### config.mk
export PLATFORM = sky130hd
export DESIGN_NAME = gcd_arbiter_flat
export DESIGN_NICKNAME = d
export VERILOG_FILES = /design/src/rtl/gcd_arbiter_if.sv /design/src/rtl/gcd_arbiter.sv /design/src/flat_wrapper.sv
export SDC_FILE = /design/constraint.sdc
export NUM_CORES = 1
export LEC_CHECK = 0
export CAP_MARGIN = 10
export CORE_MARGIN = 1.5
export CORE_UTILIZATION = 71
export CTS_BUF_LIST = sky130_fd_sc_hd__clkbuf_2 sky130_fd_sc_hd__clkbuf_4 sky130_fd_sc_hd__clkbuf_8
export DETAILED_ROUTE_END_ITERATION = 8
export DONT_BUFFER_PORTS = 1
export PLACE_DENSITY = 0.86
export SETUP_SLACK_MARGIN = 0.2
export SYNTH_ARGS = -nofsm -noshare
export SYNTH_HDL_FRONTEND = slang
export SYNTH_SLANG_ARGS = --single-unit
export TNS_END_PERCENT = 100
### constraint.sdc
create_clock -name clk -period 10.78 [get_ports clk]
set_clock_uncertainty 0.2 [all_clocks]
set_input_delay 2.695 -clock clk [delete_from_list [all_inputs] [get_ports clk]]
set_output_delay 2.695 -clock clk [all_outputs]
set_load 0.03 [all_outputs]
### src/rtl/gcd_arbiter_if.sv
interface gcd_arbiter_if #(
  parameter int NREQ = 4,
  parameter int W    = 4
);
  localparam int IDW = $clog2(NREQ);

  logic [NREQ-1:0]   req;
  logic [NREQ*W-1:0] req_x;
  logic [NREQ*W-1:0] req_y;
  logic [NREQ-1:0]   gnt;
  logic              busy;
  logic              resp_valid;
  logic [IDW-1:0]    resp_id;
  logic [W-1:0]      resp_gcd;
  logic              resp_err;
  logic              eng_start;
  logic [W-1:0]      eng_x0;
  logic [W-1:0]      eng_y0;
  logic              eng_rst;
  logic              eng_done;
  logic [W-1:0]      eng_gcd;

  modport slave (
    input  req, req_x, req_y, eng_done, eng_gcd,
    output gnt, busy, resp_valid, resp_id, resp_gcd, resp_err,
           eng_start, eng_x0, eng_y0, eng_rst
  );

  modport master (
    output req, req_x, req_y, eng_done, eng_gcd,
    input  gnt, busy, resp_valid, resp_id, resp_gcd, resp_err,
           eng_start, eng_x0, eng_y0, eng_rst
  );
endinterface

### src/rtl/gcd_arbiter.sv
module gcd_arbiter #(
  parameter int NREQ    = 4,
  parameter int W       = 4,
  parameter int TIMEOUT = 32
) (
  input  logic         clk,
  input  logic         rst,
  gcd_arbiter_if.slave bus
);
  localparam int IDW = $clog2(NREQ);
  localparam int CW  = $clog2(TIMEOUT);

  typedef enum logic [1:0] {IDLE, START, WAIT, RESP} state_t;

  state_t          state_q, state_d;
  logic [IDW-1:0]  rr_ptr_q, rr_ptr_d;
  logic [CW-1:0]   cnt_q, cnt_d;
  logic [NREQ-1:0] gnt_q, gnt_d;
  logic            busy_q, busy_d;
  logic            resp_valid_q, resp_valid_d;
  logic [IDW-1:0]  resp_id_q, resp_id_d;
  logic [W-1:0]    resp_gcd_q, resp_gcd_d;
  logic            resp_err_q, resp_err_d;
  logic            eng_start_q, eng_start_d;
  logic [W-1:0]    eng_x0_q, eng_x0_d;
  logic [W-1:0]    eng_y0_q, eng_y0_d;
  logic            abort_q, abort_d;

  logic            found;
  logic [IDW-1:0]  win;
  logic [IDW-1:0]  cand;
  logic [W-1:0]    sel_x, sel_y;

  // Walk forward from rr_ptr+1 with an explicit modulo-NREQ wrap so non-power-of-2 NREQ works.
  always_comb begin
    found = 1'b0;
    win   = '0;
    cand  = rr_ptr_q;
    for (int unsigned i = 0; i < NREQ; i++) begin
      cand = (cand == IDW'(NREQ - 1)) ? '0 : cand + IDW'(1);
      if (!found && bus.req[cand]) begin
        found = 1'b1;
        win   = cand;
      end
    end
    sel_x = '0;
    sel_y = '0;
    for (int unsigned i = 0; i < NREQ; i++) begin
      if (IDW'(i) == win) begin
        sel_x = bus.req_x[i*W +: W];
        sel_y = bus.req_y[i*W +: W];
      end
    end
  end

  always_comb begin
    state_d      = state_q;
    rr_ptr_d     = rr_ptr_q;
    cnt_d        = cnt_q;
    gnt_d        = '0;
    resp_valid_d = 1'b0;
    resp_id_d    = resp_id_q;
    resp_gcd_d   = resp_gcd_q;
    resp_err_d   = resp_err_q;
    eng_start_d  = 1'b0;
    eng_x0_d     = eng_x0_q;
    eng_y0_d     = eng_y0_q;
    abort_d      = 1'b0;

    case (state_q)
      IDLE: begin
        if (found) begin
          rr_ptr_d   = win;
          eng_x0_d   = sel_x;
          eng_y0_d   = sel_y;
          gnt_d[win] = 1'b1;
          if (sel_x == '0 || sel_y == '0) begin
            state_d      = RESP;
            resp_valid_d = 1'b1;
            resp_id_d    = win;
            resp_gcd_d   = sel_x | sel_y;
            resp_err_d   = 1'b0;
          end else begin
            state_d     = START;
            eng_start_d = 1'b1;
          end
        end
      end
      START: begin
        cnt_d   = '0;
        state_d = WAIT;
      end
      WAIT: begin
        if (bus.eng_done) begin
          state_d      = RESP;
          resp_valid_d = 1'b1;
          resp_id_d    = rr_ptr_q;
          resp_gcd_d   = bus.eng_gcd;
          resp_err_d   = 1'b0;
        end else if (cnt_q == CW'(TIMEOUT - 1)) begin
          state_d      = RESP;
          resp_valid_d = 1'b1;
          resp_id_d    = rr_ptr_q;
          resp_gcd_d   = '0;
          resp_err_d   = 1'b1;
          abort_d      = 1'b1;
        end else if (cnt_q != '1) begin
          cnt_d = cnt_q + CW'(1);
        end
      end
      RESP: begin
        state_d = IDLE;
      end
      default: begin
        state_d = IDLE;
      end
    endcase

    busy_d = (state_d != IDLE);
  end

  always_ff @(posedge clk or negedge rst) begin
    if (!rst) begin
      state_q      <= IDLE;
      rr_ptr_q     <= IDW'(NREQ - 1);
      cnt_q        <= '0;
      gnt_q        <= '0;
      busy_q       <= 1'b0;
      resp_valid_q <= 1'b0;
      resp_id_q    <= '0;
      resp_gcd_q   <= '0;
      resp_err_q   <= 1'b0;
      eng_start_q  <= 1'b0;
      eng_x0_q     <= '0;
      eng_y0_q     <= '0;
      abort_q      <= 1'b0;
    end else begin
      state_q      <= state_d;
      rr_ptr_q     <= rr_ptr_d;
      cnt_q        <= cnt_d;
      gnt_q        <= gnt_d;
      busy_q       <= busy_d;
      resp_valid_q <= resp_valid_d;
      resp_id_q    <= resp_id_d;
      resp_gcd_q   <= resp_gcd_d;
      resp_err_q   <= resp_err_d;
      eng_start_q  <= eng_start_d;
      eng_x0_q     <= eng_x0_d;
      eng_y0_q     <= eng_y0_d;
      abort_q      <= abort_d;
    end
  end

  assign bus.gnt        = gnt_q;
  assign bus.busy       = busy_q;
  assign bus.resp_valid = resp_valid_q;
  assign bus.resp_id    = resp_id_q;
  assign bus.resp_gcd   = resp_gcd_q;
  assign bus.resp_err   = resp_err_q;
  assign bus.eng_start  = eng_start_q;
  assign bus.eng_x0     = eng_x0_q;
  assign bus.eng_y0     = eng_y0_q;
  // Engine is held in reset with the arbiter and kicked for the RESP cycle after a timeout.
  assign bus.eng_rst    = ~rst | abort_q;
endmodule

### src/flat_wrapper.sv
// flat-port wrapper written by rule: the top's interface ports become plain ports
module gcd_arbiter_flat 
#(
  parameter int NREQ    = 4,
  parameter int W       = 4,
  parameter int TIMEOUT = 32
)
  (clk, rst, bus_req, bus_req_x, bus_req_y, bus_eng_done, bus_eng_gcd, bus_gnt, bus_busy, bus_resp_valid, bus_resp_id, bus_resp_gcd, bus_resp_err, bus_eng_start, bus_eng_x0, bus_eng_y0, bus_eng_rst);
  gcd_arbiter_if #(.NREQ(NREQ), .W(W)) bus_i ();
  input  logic clk;
  input  logic rst;
  input wire logic [$bits(bus_i.req)-1:0] bus_req;
  input wire logic [$bits(bus_i.req_x)-1:0] bus_req_x;
  input wire logic [$bits(bus_i.req_y)-1:0] bus_req_y;
  input wire logic [$bits(bus_i.eng_done)-1:0] bus_eng_done;
  input wire logic [$bits(bus_i.eng_gcd)-1:0] bus_eng_gcd;
  output wire logic [$bits(bus_i.gnt)-1:0] bus_gnt;
  output wire logic [$bits(bus_i.busy)-1:0] bus_busy;
  output wire logic [$bits(bus_i.resp_valid)-1:0] bus_resp_valid;
  output wire logic [$bits(bus_i.resp_id)-1:0] bus_resp_id;
  output wire logic [$bits(bus_i.resp_gcd)-1:0] bus_resp_gcd;
  output wire logic [$bits(bus_i.resp_err)-1:0] bus_resp_err;
  output wire logic [$bits(bus_i.eng_start)-1:0] bus_eng_start;
  output wire logic [$bits(bus_i.eng_x0)-1:0] bus_eng_x0;
  output wire logic [$bits(bus_i.eng_y0)-1:0] bus_eng_y0;
  output wire logic [$bits(bus_i.eng_rst)-1:0] bus_eng_rst;
  assign bus_i.req = bus_req;
  assign bus_i.req_x = bus_req_x;
  assign bus_i.req_y = bus_req_y;
  assign bus_i.eng_done = bus_eng_done;
  assign bus_i.eng_gcd = bus_eng_gcd;
  assign bus_gnt = bus_i.gnt;
  assign bus_busy = bus_i.busy;
  assign bus_resp_valid = bus_i.resp_valid;
  assign bus_resp_id = bus_i.resp_id;
  assign bus_resp_gcd = bus_i.resp_gcd;
  assign bus_resp_err = bus_i.resp_err;
  assign bus_eng_start = bus_i.eng_start;
  assign bus_eng_x0 = bus_i.eng_x0;
  assign bus_eng_y0 = bus_i.eng_y0;
  assign bus_eng_rst = bus_i.eng_rst;
  gcd_arbiter #(.NREQ(NREQ), .W(W), .TIMEOUT(TIMEOUT)) u_core (.clk(clk), .rst(rst), .bus(bus_i));
endmodule
After elaboration in Yosys (flattened, before gate mapping)

Cells that the tools add are included.

Flip-flop bits (word level): 32
Bits of input ports: 43
Word-level logic and storage cells: 129

Add/subtract/negate cells: 5
Order comparisons: 6
Equality and inequality tests: 18
Mux-type cells: 66
Bitwise gates (word level): 3
Reduce and logical (&&, ||, !) cells: 18

Operators with widths:

| kind                  | count |
|---|---|
| $mux W4               | 14 |
| $mux W2               | 16 |
| $mux W1               | 22 |
| $lt A2 B3 Y1 const B  | 5 |
| $mux W5               | 3 |
| $eq A2 B2 Y1 const B  | 6 |
| $pmux W5 S2           | 1 |
| $add A2 B1 Y2 const B | 4 |
| $bmux W1 S2           | 4 |
| $logic_not A4 Y1      | 2 |
| $pmux W2 S4           | 1 |
| $pmux W4 S2           | 1 |
| $reduce_and A4 Y1     | 2 |
| $ne A2 B1 Y1 const B  | 3 |
| $reduce_bool A2 Y1    | 3 |
| $add A5 B1 Y5 const B | 1 |
| $eq A5 B5 Y1 const B  | 1 |
| $ne A5 B5 Y1 const B  | 1 |
| $eq A2 B2 Y1 const A  | 2 |
| $logic_and A1 B1 Y1   | 4 |
| $logic_not A2 Y1      | 2 |
| $ne A2 B2 Y1 const B  | 2 |
| $or A4 B4 Y4          | 1 |
| $pmux W1 S2           | 2 |
| other kinds (11)      | 13 |

Depth between registers and ports, before layout

Gate-level depths: netlist of the first run.

Word-level depth: 25
Depth in mapped cells: 15
Mapped depth without buffers: 10

Least setup slack after synthesis of the first run

OpenSTA, ideal clock, no wires.

Kind: input-to-output
Start point: in rst
End point: out bus_eng_rst
Arrival time: 2922 ps
Data required time: 7885 ps
Slack: 4963 ps
Stages on the path: 1
Path buffers: 0
Path through: nand2b_1

Cells in the longest elaborated chain, start to end: 2

RTL lines:

| item            | line               | RTL |
|---|---|---|
| start, declared | flat_wrapper.sv:11 | `input logic rst;` |
| $not A1 Y1      | gcd_arbiter.sv:164 | `assign bus.eng_rst = ~rst \| abort_q;` |
| $or A1 B1 Y1    | gcd_arbiter.sv:164 |  |
| end, declared   | flat_wrapper.sv:26 | `output wire logic [$bits(bus_i.eng_rst)-1:0] bus_eng_rst;` |

No other way between the ends.

Worst setup path after layout of the first run

Ends and elaborated chain as after synthesis.

==> impl_metrics.ini, run 1 <==
[critical_path]
cp_top_family = simple AND/OR/NAND/NOR gates
cp_max_fo = 33
cp_data_arrival_time_ns = 2.93
critPathRequiredTime_ns = 7.89
crit_path_end_kind = output port
critPathMaxStageDelay_ns = 0.23
worst_setup_path_start_kind = input pin
path_buf_inv = 0
path_class = in -> out
slowest_stage = nand2b_1
crit_path_cell_trace = nand2b_1

[synthesis]
post_synth_inst_count = 277
synth_area_um2 = 2460
ys_async_sr_fraction_pct = 100
seq_area_frac_synth_pct = 32.6
synth_fp_nets = 326
synth_cell_type_count = 54
postSynthAreaPerCell_um2 = 8.90
yosysWarnings = 0
synth_edf_count = 0
synthFlopType = dfrtp_1
yosys_register_bits = 32

[grt]
grt_pass1_wl_um = 8540
grt_max_degree = 34
grt_usage_pct = 30.5
grt_pass1_vias = 1930
grt-ovfl-total = 0
antenna_found_initial = 0

[floorplanning]
die_y_um = 61.9
io_pins = 66
fp.coreArea_um2 = 3340
start_util_pct = 73.9
rows = 21
die_area_um2 = 3830
fp.dieW_um = 61.9

[clock_network]
cts.repair.resized = 0
clk_path_buf_depth = 2
cts_root_buf = clkbuf_4
cts_setup_buffers = 0
cts_max_level = 2
cts_buffers = 5
path_clk_slew_ns = 0.09
clock_latency_ns = 0.34
cts_tree = built
hold_buffers = 0
clock-sinks = 32

[timing]
finalCriticalPeriod_ns = 5.82
rsz0062_at_grt = false
relSlewSlack_pct = 53.8
period_share_pct = 54.0
finalSetupViolCount = 0
finalHoldViolCount = 0
fmaxAchievable_mhz = 172
worst_pin_slew_ns = 0.694
setup_tns_ns = 0
finalMaxSlewViolations = 0
fin_ws_ns = 4.96

[final_layout]
design_area_um2 = 2490
multi_input_area_um2 = 1520
fin_nets = 312
final_core_util_pct = 74.7
antenna_cells = 0
drive_gt1_share_pct = 10.2
nFillCells = 281
areaGrowthSynthToFinish_pct = 1.12
seqCellArea_um2 = 803

[place]
dp_slack_ns = 4.82
place_congestion = 0.841
place_area_um2 = 2410
port_buffers = 0
hpwlAfterDp_um = 4080

[detailed_routing]
drt_pre_antenna_iters = 4
dr_total_vias = 2099
wl_um = 5510
vias_per_cell = 6.77
wl_per_cell_um = 17.8
drc = 0
drt_first_iter_violations = 194
route.antenna.remaining_nets = 0

[power]
ir_worst_vdd_v = 0.000252
powerDensity_nw_per_um2 = 382
leakagePower_nw = 1.06
p_total_mw = 0.952

[run]
drv_cap = 0

[worst_hold_path]
hold_path.class = reg -> reg

[outcome]
status = finished, final reports clean
-- report_power, final --
part / internal (mW) / switching (mW)
clock: 0.0483 / 0.0419
combinational: 0.244 / 0.331
sequential: 0.173 / 0.114
total: 0.466 / 0.487
-- layout make-up --
| type | instances | share of cell area [%] |
|---|---|---|
| Clock inverter | 3 | 1.71 |
| Multi-Input combinational cell | 216 | 60.9 |
| Clock buffer | 5 | 1.51 |
| Inverter | 7 | 1.05 |
| Tap cell | 46 | 2.31 |
| Sequential cell | 32 | 32.2 |
| Timing Repair Buffer | 1 | 0.301 |
-- synth_stat cells (all sizes together) (2+ instances only) --
master,count,area share (%)
o211ai,2,0.61
a211oi,8,2.4
a22oi,4,1.2
nand2b,3,0.76
and3,4,1.0
a31oi,2,1.1
nand2,27,4.1
mux2i,31,13
dfrtp,30,30
and2,7,1.9
or3,2,0.51
clkbuf,12,1.8
inv,6,0.91
dfstp,2,2.1
buf,10,2.9
xnor2,2,0.71
nor2,20,3.0
ha,6,3.0
nor4,6,1.5
a32o,2,0.81
nor3,5,1.0
a21oi,8,1.6
nand3,14,2.8
o311a,4,1.6
or4,3,0.91
o21ai,23,4.7
mux2,11,5.0
nor2b,3,0.76
-- cells by family after synthesis --
group,count (synthesis),synth area share (%)
DFF,32,32.6
buffers and inverters,29,5.84
muxes,43,18.5
xor gates and xnor gates,2,0.711
and+or+nand+nor,99,19.8
adders and majority gates,6,3.05
AOI/OAI and AO/OA,66,19.4
-- per-layer routing --
metal  up-vias  wire (um)  global-route usage [%]
li1        997          -                       -
met1      1004       2320                    39.8
met2        83       2640                    48.3
met3        15        414                    8.70
met4         0        133                    11.9
met5         -          0                       0
-- per-stage QoR --
stage          hold WS, ns  std cells
2_1_floorplan        0.264        277
3_3_place_gp         0.288        302
3_5_place_dp         0.300        302
4_1_cts              0.323        310
5_1_grt              0.366        310
6_report             0.327        310
-- flip-flops by register name, indices dropped and copies added (netlist names), 2 cells and up --
| name | cells |
|---|---|
| u_core.bus.eng_x0 | 4 |
| u_core.bus.eng_y0 | 4 |
| u_core.bus.gnt | 4 |
| u_core.bus.resp_gcd | 4 |
| u_core.bus.resp_id | 2 |
| u_core.cnt_q | 5 |
| u_core.rr_ptr_q | 2 |
| u_core.state_q | 2 |
-- placed cells by master (no fill, tap or decap), drive strengths merged, types with 2 or more instances in the layout --
cell type | Yosys | layout
ha | 6 | 6
and2 | 7 | 7
a22oi | 4 | 4
or3 | 2 | 2
nor4 | 6 | 6
dfrtp | 30 | 30
mux2 | 11 | 11
o21ai | 23 | 23
xnor2 | 2 | 2
mux2i | 31 | 31
clkbuf | 12 | 5
a32o | 2 | 2
nand3 | 14 | 14
a21oi | 8 | 8
or4 | 3 | 3
inv | 6 | 6
a211oi | 8 | 8
nor3 | 5 | 5
nand2 | 27 | 27
o311a | 4 | 4
dfstp | 2 | 2
nor2 | 20 | 20
nor2b | 3 | 3
clkinv | 1 | 2
nand2b | 3 | 3
o211ai | 2 | 2
a31oi | 2 | 2
and3 | 4 | 4
-- worst paths after layout --
kind	startpoint	endpoint	slack, ns	cells past startpoint
max in group asynchronous	rst	u_core.rr_ptr_q[0]$_DFFE_PN1P_	8.37	0
worst min register to register	u_core.cnt_q[2]$_DFFE_PN0P_	u_core.cnt_q[2]$_DFFE_PN0P_	0.33	1
min in group asynchronous	rst	u_core.bus.resp_gcd[3]$_DFFE_PN0P_	1.84	0
worst max register to register	u_core.rr_ptr_q[0]$_DFFE_PN1P_	u_core.bus.busy$_DFF_PN0_	6.06	9
worst max-delay path	rst	bus_eng_rst	4.96	1
worst min-delay path	u_core.cnt_q[2]$_DFFE_PN0P_	u_core.cnt_q[2]$_DFFE_PN0P_	0.33	1
(Power assumes the default switching activity.)
==> inputs of run 2 (changes only) <==
--- a/config.mk
+++ b/config.mk
@@ -7,11 +7,11 @@
 export LEC_CHECK = 0
 export CAP_MARGIN = 10
 export CORE_MARGIN = 1.5
-export CORE_UTILIZATION = 71
+export CORE_UTILIZATION = 66
 export CTS_BUF_LIST = sky130_fd_sc_hd__clkbuf_2 sky130_fd_sc_hd__clkbuf_4 sky130_fd_sc_hd__clkbuf_8
 export DETAILED_ROUTE_END_ITERATION = 8
 export DONT_BUFFER_PORTS = 1
-export PLACE_DENSITY = 0.86
+export PLACE_DENSITY = 0.81
 export SETUP_SLACK_MARGIN = 0.2
 export SYNTH_ARGS = -nofsm -noshare
 export SYNTH_HDL_FRONTEND = slang
==> constraint.sdc (replaced) <==
create_clock -name clk -period 5.8 [get_ports clk]
set_clock_uncertainty 0.2 [all_clocks]
set_input_delay 1.45 -clock clk [delete_from_list [all_inputs] [get_ports clk]]
set_output_delay 1.45 -clock clk [all_outputs]
set_load 0.03 [all_outputs]
==> run 2 against run 1 <==
Sequential share of layout area decreased by 0.62 points. Wire length increased by 4.6%. Final area increased by 2.0%. Die area increased by 7.2%. Non-clock buffer count unchanged. Combinational power increased by 86%. Worst setup slack got worse by 3.8 ns. Via count decreased by 2.4%. Sequential power increased by 88%. Final cell count increased by 0.65%. Largest cell class unchanged.
==> impl_metrics.ini, run 2 (synthesis gave the netlist of run 1 again) <==
[detailed_routing]
dr_wl_met2_um = 2680
wl_per_cell_um = 18.5
highest_layer = met4
wl_um = 5760
drc = 0
route.antenna.remaining_nets = 0
dr_wl_met3_um = 393
drt_first_iter_violations = 184
drt_pre_antenna_iters = 4
dr_total_vias = 2049
vias_per_cell = 6.57
wl_met1_um = 2490

[outcome]
status = finished, final reports clean

[final_layout]
multi_input_area_um2 = 1520
antenna_cells = 0
layout_common_cells = 31 x mux2i_1, 30 x dfrtp_1, 27 x nand2_1, 22 x o21ai_0, 20 x nor2_1
areaGrowthSynthToFinish_pct = 3.10
final_core_util_pct = 69.9
fin_nets = 312
largest_register_ff_count = 5
fin_cells = 312
drive_gt1_share_pct = 10.2
seqCellArea_um2 = 803
design_area_um2 = 2540
layout_commonest_cell = mux2i_1
largest-register = u_core.cnt_q
nFillCells = 304

[place]
port_buffers = 0
dp_slack_ns = 1.12
place_area_um2 = 2410
place_congestion = 0.903
dp_cells = 304
hpwlAfterDp_um = 4110

[worst_hold_path]
whs_path_depth = 1
hold_path.class = reg -> reg
worstHoldStart = u_core.cnt_q[2]$_DFFE_PN0P_
hold_path_end = u_core.cnt_q[2]$_DFFE_PN0P_

[clock_network]
clock-sinks = 32
cts_max_level = 2
cts_setup_buffers = 0
cts.repair.resized = 0
clk_path_buf_depth = 2
cts_buffers = 5
cts_root_buf = clkbuf_8
hold_buffers = 0
path_clk_slew_ns = 0.07
clock_latency_ns = 0.29
cts_tree = built

[floorplanning]
fp.coreArea_um2 = 3630
die_area_um2 = 4110
die_y_um = 64.1
io_pins = 66
rows = 22
fp.dieW_um = 64.1
start_util_pct = 67.8

[power]
power_frac_seq_pct = 29.1
pwr-share-clk_pct = 12.8
ir_worst_vdd_v = 0.000471
swShare_pct = 49.9
p_comb_share_pct = 58.1
leakagePower_nw = 1.08
powerDensity_nw_per_um2 = 728
p_total_mw = 1.85
power_switching_mw = 0.922
intPower_mw = 0.927

[timing]
relSlewSlack_pct = 52.1
fin_ws_ns = 1.13
finalMaxSlewViolations = 0
finalCriticalPeriod_ns = 4.67
hold-worst-slack_ns = 0.313
worst_pin_slew_ns = 0.718
finalSetupViolCount = 0
period_share_pct = 80.6
finalHoldViolCount = 0
fmaxAchievable_mhz = 214
rsz0062_at_grt = false
setup_tns_ns = 0

[grt]
grt_usage_pct = 29.8
grt_pass1_wl_um = 9320
antenna_found_initial = 0
grt_pass1_vias = 1940
grt_max_degree = 34
grt-ovfl-total = 0

[critical_path]
cp_data_arrival_time_ns = 4.63
crit_path_end_kind = flip-flop
critPathRequiredTime_ns = 5.76
crit_path_start = u_core.rr_ptr_q[0]$_DFFE_PN1P_
worst_setup_path_start_kind = flip-flop
worst_r2r_path_depth = 9
path_class = reg -> reg
rr_endpoint = u_core.bus.busy$_DFF_PN0_
cp_max_fo = 26
r2r-start = u_core.rr_ptr_q[0]$_DFFE_PN1P_
r2r_slack_ns = 1.13

[run]
drv_cap = 0
-- run 2: changes by cell type in the layout (fill, tap and decap cells not counted) --
cell        change
clkbuf_8        +7
clkbuf_4        -5
clkinv_2        -1
clkinvlp_4      -1
-- run 2: critical path, cell delays in order, from the launching register on --
cell     delay [ns]
dfstp_2        0.74
ha_1           0.49
xnor2_1        0.30
mux2_2         0.35
o31a_1         0.27
a31oi_4        0.62
mux2i_1        0.34
o41a_1         0.58
nor2_1         0.12
or4_1          0.52
-- run 2: cell type report --
cell class | count | share of cell area, %
timing repair buffer | 1 | 0.295
sequential | 32 | 31.6
tap | 48 | 2.36
inverter | 7 | 1.03
clock buffer | 7 | 3.79
multi-input combinational | 216 | 59.7
clock inverter | 1 | 1.18
-- run 2: routing by layer --
| layer | vias up | GRT usage, % |
|---|---|---|
| li1 | 988 | - |
| met1 | 985 | 38.1 |
| met2 | 59 | 44.4 |
| met3 | 17 | 10.6 |
| met4 | 0 | 15.2 |
| met5 | - | 0 |
-- run 2: worst max path at each step --
| stage | depth (start not counted) | slack [ns] | to |
|---|---|---|---|
| after global routing | 9 | 0.84 | u_core.bus.busy$_DFF_PN0_ |
| after detailed placement | 7 | 1.12 | u_core.bus.busy$_DFF_PN0_ |
| after CTS | 9 | 1.14 | u_core.bus.busy$_DFF_PN0_ |
| final | 9 | 1.13 | u_core.bus.busy$_DFF_PN0_ |
| after global placement | 7 | 1.21 | u_core.bus.busy$_DFF_PN0_ |
| after floorplan | 13 | 1.56 | u_core.bus.resp_id[0]$_DFFE_PN0P_ |
-- run 2: power groups by stage --
stage | combinational [mW] | clock (mW) | sequential (mW)
6_report | 1.07 | 0.237 | 0.539
5_1_grt | 1.19 | 0.252 | 0.555
4_1_cts | 1.06 | 0.238 | 0.540
3_5_place_dp | 1.06 | 0 | 0.542
3_3_place_gp | 1.04 | 0 | 0.542
2_1_floorplan | 0.966 | 0 | 0.504
==> inputs of run 3 (changes only) <==
==> constraint.sdc (replaced) <==
create_clock -name clk -period 4.3 [get_ports clk]
set_clock_uncertainty 0.2 [all_clocks]
set_input_delay 1.075 -clock clk [delete_from_list [all_inputs] [get_ports clk]]
set_output_delay 1.075 -clock clk [all_outputs]
set_load 0.03 [all_outputs]
==> run 3 against run 2 <==
Non-clock buffer count is 4 higher. Fmax up 20%. Clock power increased by 36%. Sequential share of layout area decreased by 0.46 points. Final cell count is 1.6% higher. Critical path type unchanged. Largest power group unchanged.
==> impl_metrics.ini, run 3 (synthesis gave the netlist of run 1 again) <==
[clock_network]
cts_tree = built
cts_max_level = 2
cts_setup_buffers = 0
clock-sinks = 32
clock_latency_ns = 0.29
cts.repair.resized = 0
cts_buffers = 5
hold_buffers = 0
clk_path_buf_depth = 2
path_clk_slew_ns = 0.07
cts_root_buf = clkbuf_8

[grt]
antenna_found_initial = 0
grt_max_degree = 34
grt_usage_pct = 30.9
grt-ovfl-total = 0
grt_pass1_wl_um = 9740
grt_pass1_vias = 2081

[detailed_routing]
drt_first_iter_violations = 191
vias_per_cell = 6.64
dr_total_vias = 2104
wl_per_cell_um = 18.9
wl_um = 6000
drt_pre_antenna_iters = 4
route.antenna.remaining_nets = 0
drc = 0

[place]
place_congestion = 0.928
hpwlAfterDp_um = 4280
port_buffers = 0
dp_slack_ns = 0.347
dp_cells = 308

[timing]
fmaxAchievable_mhz = 257
finalHoldViolCount = 0
worst_pin_slew_ns = 0.627
rsz0062_at_grt = false
period_share_pct = 90.5
finalCriticalPeriod_ns = 3.89
fin_ws_ns = 0.407
relSlewSlack_pct = 58.0
finalSetupViolCount = 0
setup_tns_ns = 0
finalMaxSlewViolations = 0

[critical_path]
worst_setup_path_start_kind = flip-flop
worst_r2r_path_depth = 9
path_class = reg -> reg
r2r_slack_ns = 0.41
cp_data_arrival_time_ns = 3.86
critPathRequiredTime_ns = 4.26
r2r-start = u_core.rr_ptr_q[1]$_DFFE_PN1P_
crit_path_end_kind = flip-flop
cp_max_fo = 13
rr_endpoint = u_core.bus.busy$_DFF_PN0_

[worst_hold_path]
hold_path.class = in -> async

[floorplanning]
die_y_um = 64.1
fp.dieW_um = 64.1
rows = 22
io_pins = 66
start_util_pct = 67.8
die_area_um2 = 4110
fp.coreArea_um2 = 3630

[final_layout]
fin_nets = 317
largest-register = u_core.cnt_q
layout_commonest_cell = mux2i_1
nFillCells = 286
drive_gt1_share_pct = 11.9
largest_register_ff_count = 5
layout_common_cells = 31 x mux2i_1, 30 x dfrtp_1, 27 x nand2_1, 22 x o21ai_0, 20 x nor2_1
fin_cells = 317
areaGrowthSynthToFinish_pct = 4.62
antenna_cells = 0

[run]
drv_cap = 0

[power]
ir_worst_vdd_v = 0.000558
powerDensity_nw_per_um2 = 986
leakagePower_nw = 1.10

[outcome]
status = finished, final reports clean
run 3: cell count changes in the layout (fill, tap and decap cells not counted), sizes merged:
cell,before,now
buf,1,5
and2,7,8
run 3: area by class of cell:
class,count,area (um^2),area share (%)
sequential,32,803,31.1
tap,48,60.1,2.33
multi-input combinational,217,1530,59.1
clock inverter,1,30.0,1.16
clock buffer,7,96.3,3.74
timing repair buffer,5,37.5,1.46
inverter,7,26.3,1.02
run 3: through the flow:
| step | cell area, um^2 | util, % | total power, mW | hold slack (ns) |
|---|---|---|---|---|
| after floorplan | 2460 | - | 1.98 | 0.264 |
| after global placement | 2440 | 67.3 | 2.16 | 0.287 |
| after detailed placement | 2440 | 67.3 | 2.19 | 0.307 |
| after CTS | 2570 | 70.8 | 2.52 | 0.263 |
| after global routing | 2580 | 71.0 | 2.71 | 0.260 |
| final | 2580 | 71.0 | 2.54 | 0.269 |
run 3: per-layer routing:
| layer | vias up | wire length, um | GRT usage (%) |
|---|---|---|---|
| met5 | - | 0 | 0 |
| met4 | 0 | 189 | 15.7 |
| met3 | 19 | 351 | 9.86 |
| met2 | 69 | 2910 | 50.1 |
| met1 | 1012 | 2550 | 36.7 |
| li1 | 1004 | - | - |
run 3: worst max-delay path, cell delays in order, from the launching register on:
cell and delay [ns]:
dfstp_2 0.56, ha_1 0.33, xnor2_1 0.28, mux2_2 0.36, o31a_1 0.27, a31oi_4 0.39, mux2i_1 0.36, o41a_1 0.39
nor2_1 0.10, or4_1 0.51
run 3: where the power goes:
| group | leakage [nW] | total (mW) | switching [mW] | internal (mW) |
|---|---|---|---|---|
| Sequential | 0.404 | 0.698 | 0.264 | 0.434 |
| Combinational | 0.634 | 1.52 | 0.866 | 0.657 |
| Clock | 0.0645 | 0.322 | 0.118 | 0.204 |
run 3: how the worst max path moves through the flow:
stage / start / endpoint / slack [ns] / depth (start not counted)
6_report: u_core.rr_ptr_q[1]$_DFFE_PN1P_ / u_core.bus.busy$_DFF_PN0_ / 0.41 / 9
5_1_grt: u_core.rr_ptr_q[1]$_DFFE_PN1P_ / u_core.bus.busy$_DFF_PN0_ / 0.24 / 9
4_1_cts: u_core.rr_ptr_q[1]$_DFFE_PN1P_ / u_core.bus.resp_id[0]$_DFFE_PN0P_ / 0.39 / 11
3_5_place_dp: bus_req[0] / u_core.bus.busy$_DFF_PN0_ / 0.35 / 8
3_3_place_gp: bus_req[0] / u_core.bus.busy$_DFF_PN0_ / 0.44 / 8
2_1_floorplan: bus_req[2] / u_core.bus.resp_id[0]$_DFFE_PN0P_ / 0.44 / 13
